`src/rtl/avr_io_pkg.sv`:
```
// Shared constants for the AVR IO interrupt controller: the register map and source-count limits.
package avr_io_pkg;

    localparam int unsigned MIN_IRQ = 2;
    localparam int unsigned MAX_IRQ = 8;

    typedef enum logic [1:0] {
        REG_IMSK  = 2'd0,
        REG_IPEND = 2'd1,
        REG_IMODE = 2'd2,
        REG_IPOL  = 2'd3
    } io_reg_e;

endpackage

```
`src/rtl/avr_irq_prio_enc.sv`:
```
// Fixed-priority encoder: the lowest-index set request wins.
module avr_irq_prio_enc #(
    parameter int unsigned NUM_IRQ = 8,
    parameter int unsigned VECT_W  = 3
) (
    input  logic [NUM_IRQ-1:0] req_i,
    output logic               any_o,
    output logic [VECT_W-1:0]  idx_o
);

    logic found;

    always_comb begin
        any_o = |req_i;
        idx_o = '0;
        found = 1'b0;
        for (int unsigned i = 0; i < NUM_IRQ; i++) begin
            if (req_i[i] && !found) begin
                idx_o = VECT_W'(i);
                found = 1'b1;
            end
        end
    end

endmodule

```
`src/rtl/avr_io_intc.sv`:
```
// AVR IO-mapped interrupt controller: mask, pending, edge/level mode and polarity per source,
// with a registered request flag and vector of the lowest-index active source.
module avr_io_intc
    import avr_io_pkg::*;
#(
    parameter int unsigned NUM_IRQ = 8,
    parameter int unsigned VECT_W  = 3
) (
    input  logic               clk,
    input  logic               reset_n,
    input  logic               io_re,
    input  logic               io_we,
    input  logic [1:0]         io_a,
    input  logic [7:0]         io_do,
    output logic [7:0]         io_di,
    input  logic [NUM_IRQ-1:0] irq_src,
    output logic               iflag,
    output logic [VECT_W-1:0]  ivect
);

    logic [NUM_IRQ-1:0] imsk_q, imsk_d;
    logic [NUM_IRQ-1:0] imode_q, imode_d;
    logic [NUM_IRQ-1:0] ipol_q, ipol_d;
    logic [NUM_IRQ-1:0] pend_q, pend_d;
    logic [NUM_IRQ-1:0] act_q;
    logic               iflag_q;
    logic [VECT_W-1:0]  ivect_q;

    logic [NUM_IRQ-1:0] wdata;
    logic [NUM_IRQ-1:0] act;
    logic [NUM_IRQ-1:0] edge_set;
    logic [NUM_IRQ-1:0] ipend_view;
    logic [NUM_IRQ-1:0] req;
    logic               req_any;
    logic [VECT_W-1:0]  req_idx;
    logic [7:0]         rd_data;

    assign wdata    = io_do[NUM_IRQ-1:0];
    assign act      = irq_src ^ ipol_q;
    assign edge_set = act & ~act_q & imode_q;
    // Level-mode bits expose the live source; only edge-mode bits have latched state.
    assign ipend_view = (pend_q & imode_q) | (act & ~imode_q);
    assign req        = ipend_view & imsk_q;

    always_comb begin
        imsk_d  = imsk_q;
        imode_d = imode_q;
        ipol_d  = ipol_q;
        pend_d  = pend_q;
        if (io_we) begin
            unique case (io_reg_e'(io_a))
                REG_IMSK:  imsk_d = wdata;
                REG_IPEND: pend_d = pend_q & ~wdata;
                REG_IMODE: begin
                    imode_d = wdata;
                    pend_d  = pend_q & ~(wdata ^ imode_q);
                end
                REG_IPOL:  ipol_d = wdata;
            endcase
        end
        // New edges override a same-cycle clear; bits leaving edge mode hold nothing.
        pend_d = (pend_d | edge_set) & imode_d;
    end

    always_ff @(posedge clk or negedge reset_n) begin
        if (!reset_n) begin
            imsk_q  <= '0;
            imode_q <= '0;
            ipol_q  <= '0;
            pend_q  <= '0;
            act_q   <= '0;
            iflag_q <= 1'b0;
            ivect_q <= '0;
        end else begin
            imsk_q  <= imsk_d;
            imode_q <= imode_d;
            ipol_q  <= ipol_d;
            pend_q  <= pend_d;
            act_q   <= act;
            iflag_q <= req_any;
            if (req_any) begin
                ivect_q <= req_idx;
            end
        end
    end

    avr_irq_prio_enc #(
        .NUM_IRQ (NUM_IRQ),
        .VECT_W  (VECT_W)
    ) u_prio (
        .req_i (req),
        .any_o (req_any),
        .idx_o (req_idx)
    );

    always_comb begin
        rd_data = '0;
        unique case (io_reg_e'(io_a))
            REG_IMSK:  rd_data = 8'(imsk_q);
            REG_IPEND: rd_data = 8'(ipend_view);
            REG_IMODE: rd_data = 8'(imode_q);
            REG_IPOL:  rd_data = 8'(ipol_q);
        endcase
    end

    assign io_di = io_re ? rd_data : 8'h00;
    assign iflag = iflag_q;
    assign ivect = ivect_q;

endmodule

```
`config.mk`:
```
export PLATFORM = sky130hd
export DESIGN_NAME = avr_io_intc
export DESIGN_NICKNAME = d
export VERILOG_FILES = /design/src/rtl/avr_io_pkg.sv /design/src/rtl/avr_irq_prio_enc.sv /design/src/rtl/avr_io_intc.sv
export SDC_FILE = /design/constraint.sdc
export NUM_CORES = 1
export LEC_CHECK = 0
export ABC_AREA = 1
export BUFFER_PORTS_ARGS = -buffer_cell sky130_fd_sc_hd__buf_4
export CORE_MARGIN = 2
export CORE_UTILIZATION = 45
export DETAILED_ROUTE_END_ITERATION = 8
export PLACE_DENSITY = 0.66
export SYNTH_ARGS = -nofsm -noshare
export SYNTH_HDL_FRONTEND = slang
export SYNTH_SLANG_ARGS = --single-unit
```
`constraint.sdc`:
```
create_clock -name clk -period 4.4 [get_ports clk]
set_clock_uncertainty 0.2 [all_clocks]
set_input_delay 0.22 -clock clk [delete_from_list [all_inputs] [get_ports clk]]
set_output_delay 0.22 -clock clk [all_outputs]
set_load 0.1 [all_outputs]
```
Yosys cells after proc, flatten, opt, wreduce, memory -nomap -nowiden
Cells that the tools add are included.

$lt $le $gt $ge: 0. Bitwise logic cells: 16. Multiplexer cells: 20. Reduce and logical (&&, ||, !) cells: 18. $mul: 0. Equal/unequal tests: 3. Div/mod/pow operators: 0. Add/sub/neg operators: 0. Shift-type cells: 0.

Operators by type and width (number): AND 8 bit (8); 2-to-1 mux 8 bit (4); NOT 8 bit (4); case mux 8 bit (4 select lines) (1); bitwise OR 8 bit (2); case mux 8 bit (2 select lines) (1); XOR 8 bit (2); 2-to-1 mux 3 bit (4); 2-to-1 mux 1 bit (8); OR reduction 8 bit (1); logical AND 1 bit (7); logical NOT 1 bit (7); equality test 2 bit (second input constant) (2); 2-to-1 mux 2 bit (2); AND reduction 2 bit (2); equality test 2 x 1 -> 1 bit (second input constant) (1); logical NOT 2 bit (1).

Memories kept: 0. Bits in read-only memories: 0. Latch bits: 0. Memory bits (writable): 0. Word-level logic and storage cells: 64. Flip-flop bits (word level): 44.

Depth between registers and ports, before layout
Word-level depth: 26. Gate-level depth with buffers: 10. Mapped depth without buffers: 10.

Hierarchy
Synthesis repeated with hierarchy kept, for this count alone.

Cell total of the unflattened synthesis: 330. Area, all modules: 2466.1 µm².

By module, submodules not included: avr_io_intc (times used 1, sequential area each 1101.1 µm², area each 2358.5 µm², cells an instance 308); avr_irq_prio_enc (times used 1, sequential area each 0.0 µm², area each 107.6 µm², cells an instance 22).

Least setup slack after synthesis
OpenSTA, ideal clock, no wires.

Path type: input-to-output. From: input port io_a[0]. To: output port io_di[5]. Cell stages on the path: 6. Path slack: 1.518 ns. Buffers on the path: 1. Data arrival time: 2.462 ns. Cells stage by stage: inv_1 -> ha_1 -> inv_2 -> clkbuf_1 -> o21ai_0 -> a41oi_1.

Longest elaborated chain between the ends: 3. Elaborated cells between the ends (all ways): 6. Those cells by class: eq/ne (3); mux (2); reduce/logical (1).

Ends and longest elaborated chain: start: declaration (line avr_io_intc.sv:13) `input logic [1:0] io_a,`; equality test 2 bit, or another cell as far along (line avr_io_intc.sv:98) `unique case (io_reg_e'(io_a))`; case mux 8 bit (4 select lines) * (line avr_io_intc.sv:98); 2-to-1 mux 8 bit * (line avr_io_intc.sv:106) `assign io_di = io_re ? rd_data : 8'h00;`; end: declaration (line avr_io_intc.sv:15) `output logic [7:0] io_di,`.

Every way passes the cells marked *; elsewhere a longest branch is shown, timed or not.

Worst setup path in the final report
From: input port irq_src[4]. To: output port io_di[4].

Longest elaborated chain between the ends: 5.

Ends and longest elaborated chain: start: declaration (line avr_io_intc.sv:16) `input logic [NUM_IRQ-1:0] irq_src,`; XOR 8 bit (line avr_io_intc.sv:39) `assign act = irq_src ^ ipol_q;`; AND 8 bit (line avr_io_intc.sv:42) `assign ipend_view = (pend_q & imode_q) | (act & ~imode_q);`; bitwise OR 8 bit (line avr_io_intc.sv:42); case mux 8 bit (4 select lines) (line avr_io_intc.sv:98); 2-to-1 mux 8 bit (line avr_io_intc.sv:106).

Every way passes these cells.

==> run metrics <==
status finished, final reports clean; CTS max path bufs 2; CTS sink cnt 44; worst-path fanout max 2; Worst IR Drop VDD 0.385 mV; commonest non-fill, non-tap cell in the layout nand2_1; P per Cell Area 459 nW/um2; worst-case reg-to-reg path depth 9; Vias 2084; Sw Pwr 573 uW; final hold violations 0; post_cts resized 0; first drt pass iteration count 4; highest-count cells in the layout ignoring fill and taps nand2_1 (86), dfrtp_1 (44), buf_4 (33), inv_1 (32), o21ai_1 (24); crit path time final 2170 ps; count of cell types in the netlist 24; Die Ht 77.1 um; combinational share of power 41.3%; Post-Layout Cell Count 428; flop2flop setup slack 2820 ps; Routed WL per cell 12.5 um; DIE AREA 5940 um2; first-pass GRT wire length 9.09 mm; worst-case hold slack 74.8 ps; # DRC 0; critical path class primary input to primary output; Rows 26; Via density 4.87; Worst-path clk slew 80 ps; GRT overflow 0; register area share after synthesis 45.8%; Starting Density 46.7%; Fillers 541; switch share 43.0%; drt initial violations 137; Slew Viols, Final 0; mapped cell area 2400 um2; Pint 761 uW; final setup fails 0; gr usage total 19.7%; crit-path cells dlygate4sd3_1 > buf_4 > xnor2_1 > nand2_1 > nand3_1 > a41oi_1 > buf_4; syn nets 340; vias in the first global route 1975; slew margin rel. 59.2%; Worst Path Required 3980 ps; max-cap violations 0; area grow syn2layout 20.9%; sequential share of power 40.5%; IO buf count 33; Final #Nets 385; Worst Hold Path EP act_q[1]$_DFF_PN0_; Worst Path Buf+Inv 3; total core area 5140 um2; initial antenna violation count 0; final worst path period share 49.3%; Crit Reg-Reg Startpoint imode_q[1]$_DFF_PN0_; RSZ-0062 raised after global routing false; # diodes 0; CTS H-tree depth 2; post-placement cell count 409; Hold Crit Depth 4; clk root buf clkbuf_8; Mean Syn Cell Area 7.68 um2; post-route ant nets 0; CTS buffer count 5; Critical R2R Capture ivect[1]$_DFFE_PN0P_; Final Routed Wirelength 5.35 mm; Yosys warning total 0; hold path startpoint irq_src[1]; Ports 34; measured slew at the worst slew-check pin 611 ps; Crit path top cell by count buf_4; Mapped Cells 313; TritonCTS clock tree built; largest net degree at the start of global routing 45; Post-DP HPWL 3.77 mm; RePlAce Congestion 0.741; Tot Pwr 1.33 mW; crit path launch type primary input; Worst EP arrival 1750 ps; setup TNS 0 ps; part of the power in the clock network 18.2%; Clock Latency Late Sink 300 ps; Die Wd 77.1 um; crit-path leading delay family buffers and inverters; Crit. End Element primary output; peak per-stage delay on the critical path 540 ps; critical path's slowest cell dlygate4sd3_1; Lkg Pwr 1.46 nW; Hold Crit Class primary input to flop; fmax 0.461 GHz; FF+latch count, synth 44; layout cells sized above 1 19.0%
[per-layer routing]
metal  GRT usage, %  part of all wire [%]  wire length, um
met1           25.5                    46             2460
met2           33.2                    48             2570
met3           4.00                   4.5              242
met4           6.43                   1.5               78
met5              0                     0                0
[flip-flops by register name (all words and copies together) (netlist names)]
| signal | flops |
|---|---|
| imsk_q | 8 |
| imode_q | 8 |
| iflag | 1 |
| act_q | 8 |
| ipol_q | 8 |
| pend_q | 8 |
| ivect | 3 |
[stage by stage]
stage                     worst slack (ps)  util, %  cell area (um2)
after detailed placement              2310     52.7             2710
final                                 2230     56.5             2900
after CTS                             2210     56.5             2900
after floorplan                       1520        -             2400
after global placement                2370     52.7             2710
after global routing                  2110     56.5             2900
[kinds of logic after synthesis]
kind of cell	Yosys count	synth area share (%)
AOI/OAI and AO/OA	65	14.9
DFF	44	45.8
xor gates and xnor gates	2	0.729
buffers and inverters	58	9.27
and+or+nand+nor	139	26.6
adders and majority gates	5	2.60
[cell type report]
class                           count  area, um2  area share, %
Multi-Input combinational cell    211       1080           37.1
Sequential cell                    44       1100           37.9
Tap cell                           70       87.6           3.02
Timing Repair Buffer               45        368           12.7
Clock inverter                      1       5.00          0.172
Inverter                           51        191           6.59
Clock buffer                        6       72.6           2.50
[power groups by stage]
stage	Combinational (mW)	Clock, mW	Sequential [mW]
after floorplan	0.295	0	0.670
after global placement	0.536	0	0.548
after detailed placement	0.543	0	0.550
after CTS	0.553	0.249	0.542
after global routing	0.606	0.263	0.553
final	0.551	0.243	0.540
[worst min-delay path, cell delays in order]
cell and delay (ps):
buf_4 80, nand2_1 50, and2_1 140, inv_2 50
[synth_stat cells]
cell type  number  area, um2
ha_1            5       62.6
xnor2_1         2       17.5
nor2_1          9       33.8
a21oi_1        16       80.1
o21ai_0        16       80.1
clkbuf_1        3       11.3
and2_1          5       31.3
nand2_2         2       12.5
o21ai_1        24        120
or2_4           1       8.76
inv_1          32        120
nand2b_1        1       6.26
o31a_1          1       8.76
nand3_2         6       60.1
a41oi_1         8       70.1
nand3_1        19       95.1
inv_2          19       71.3
nor2_4          1       11.3
nand3b_1        1       7.51
dfrtp_1        44       1100
nand2_1        86        323
buf_2           4       20.0
or2_1           7       43.8
nand4_1         1       6.26
[timing repair]
action / in CTS / in global routing
endpoints found under the hold margin: 55 / 0
hold buffers: 12 / 0
endpoints found under the setup margin: 0 / 0
setup buffers: 0 / 0
[worst max-delay path by stage]
stage | cells past startpoint | end | slack [ps] | start
after floorplan | 6 | io_di[5] | 1520 | io_a[0]
after global placement | 6 | pend_q[1]$_DFF_PN0_ | 2370 | io_a[0]
after detailed placement | 6 | pend_q[7]$_DFF_PN0_ | 2310 | io_a[0]
after CTS | 7 | io_di[4] | 2210 | irq_src[4]
after global routing | 7 | io_di[4] | 2110 | irq_src[4]
final | 7 | io_di[4] | 2230 | irq_src[4]
No activity file was read; power rests on OpenSTA's default activity.
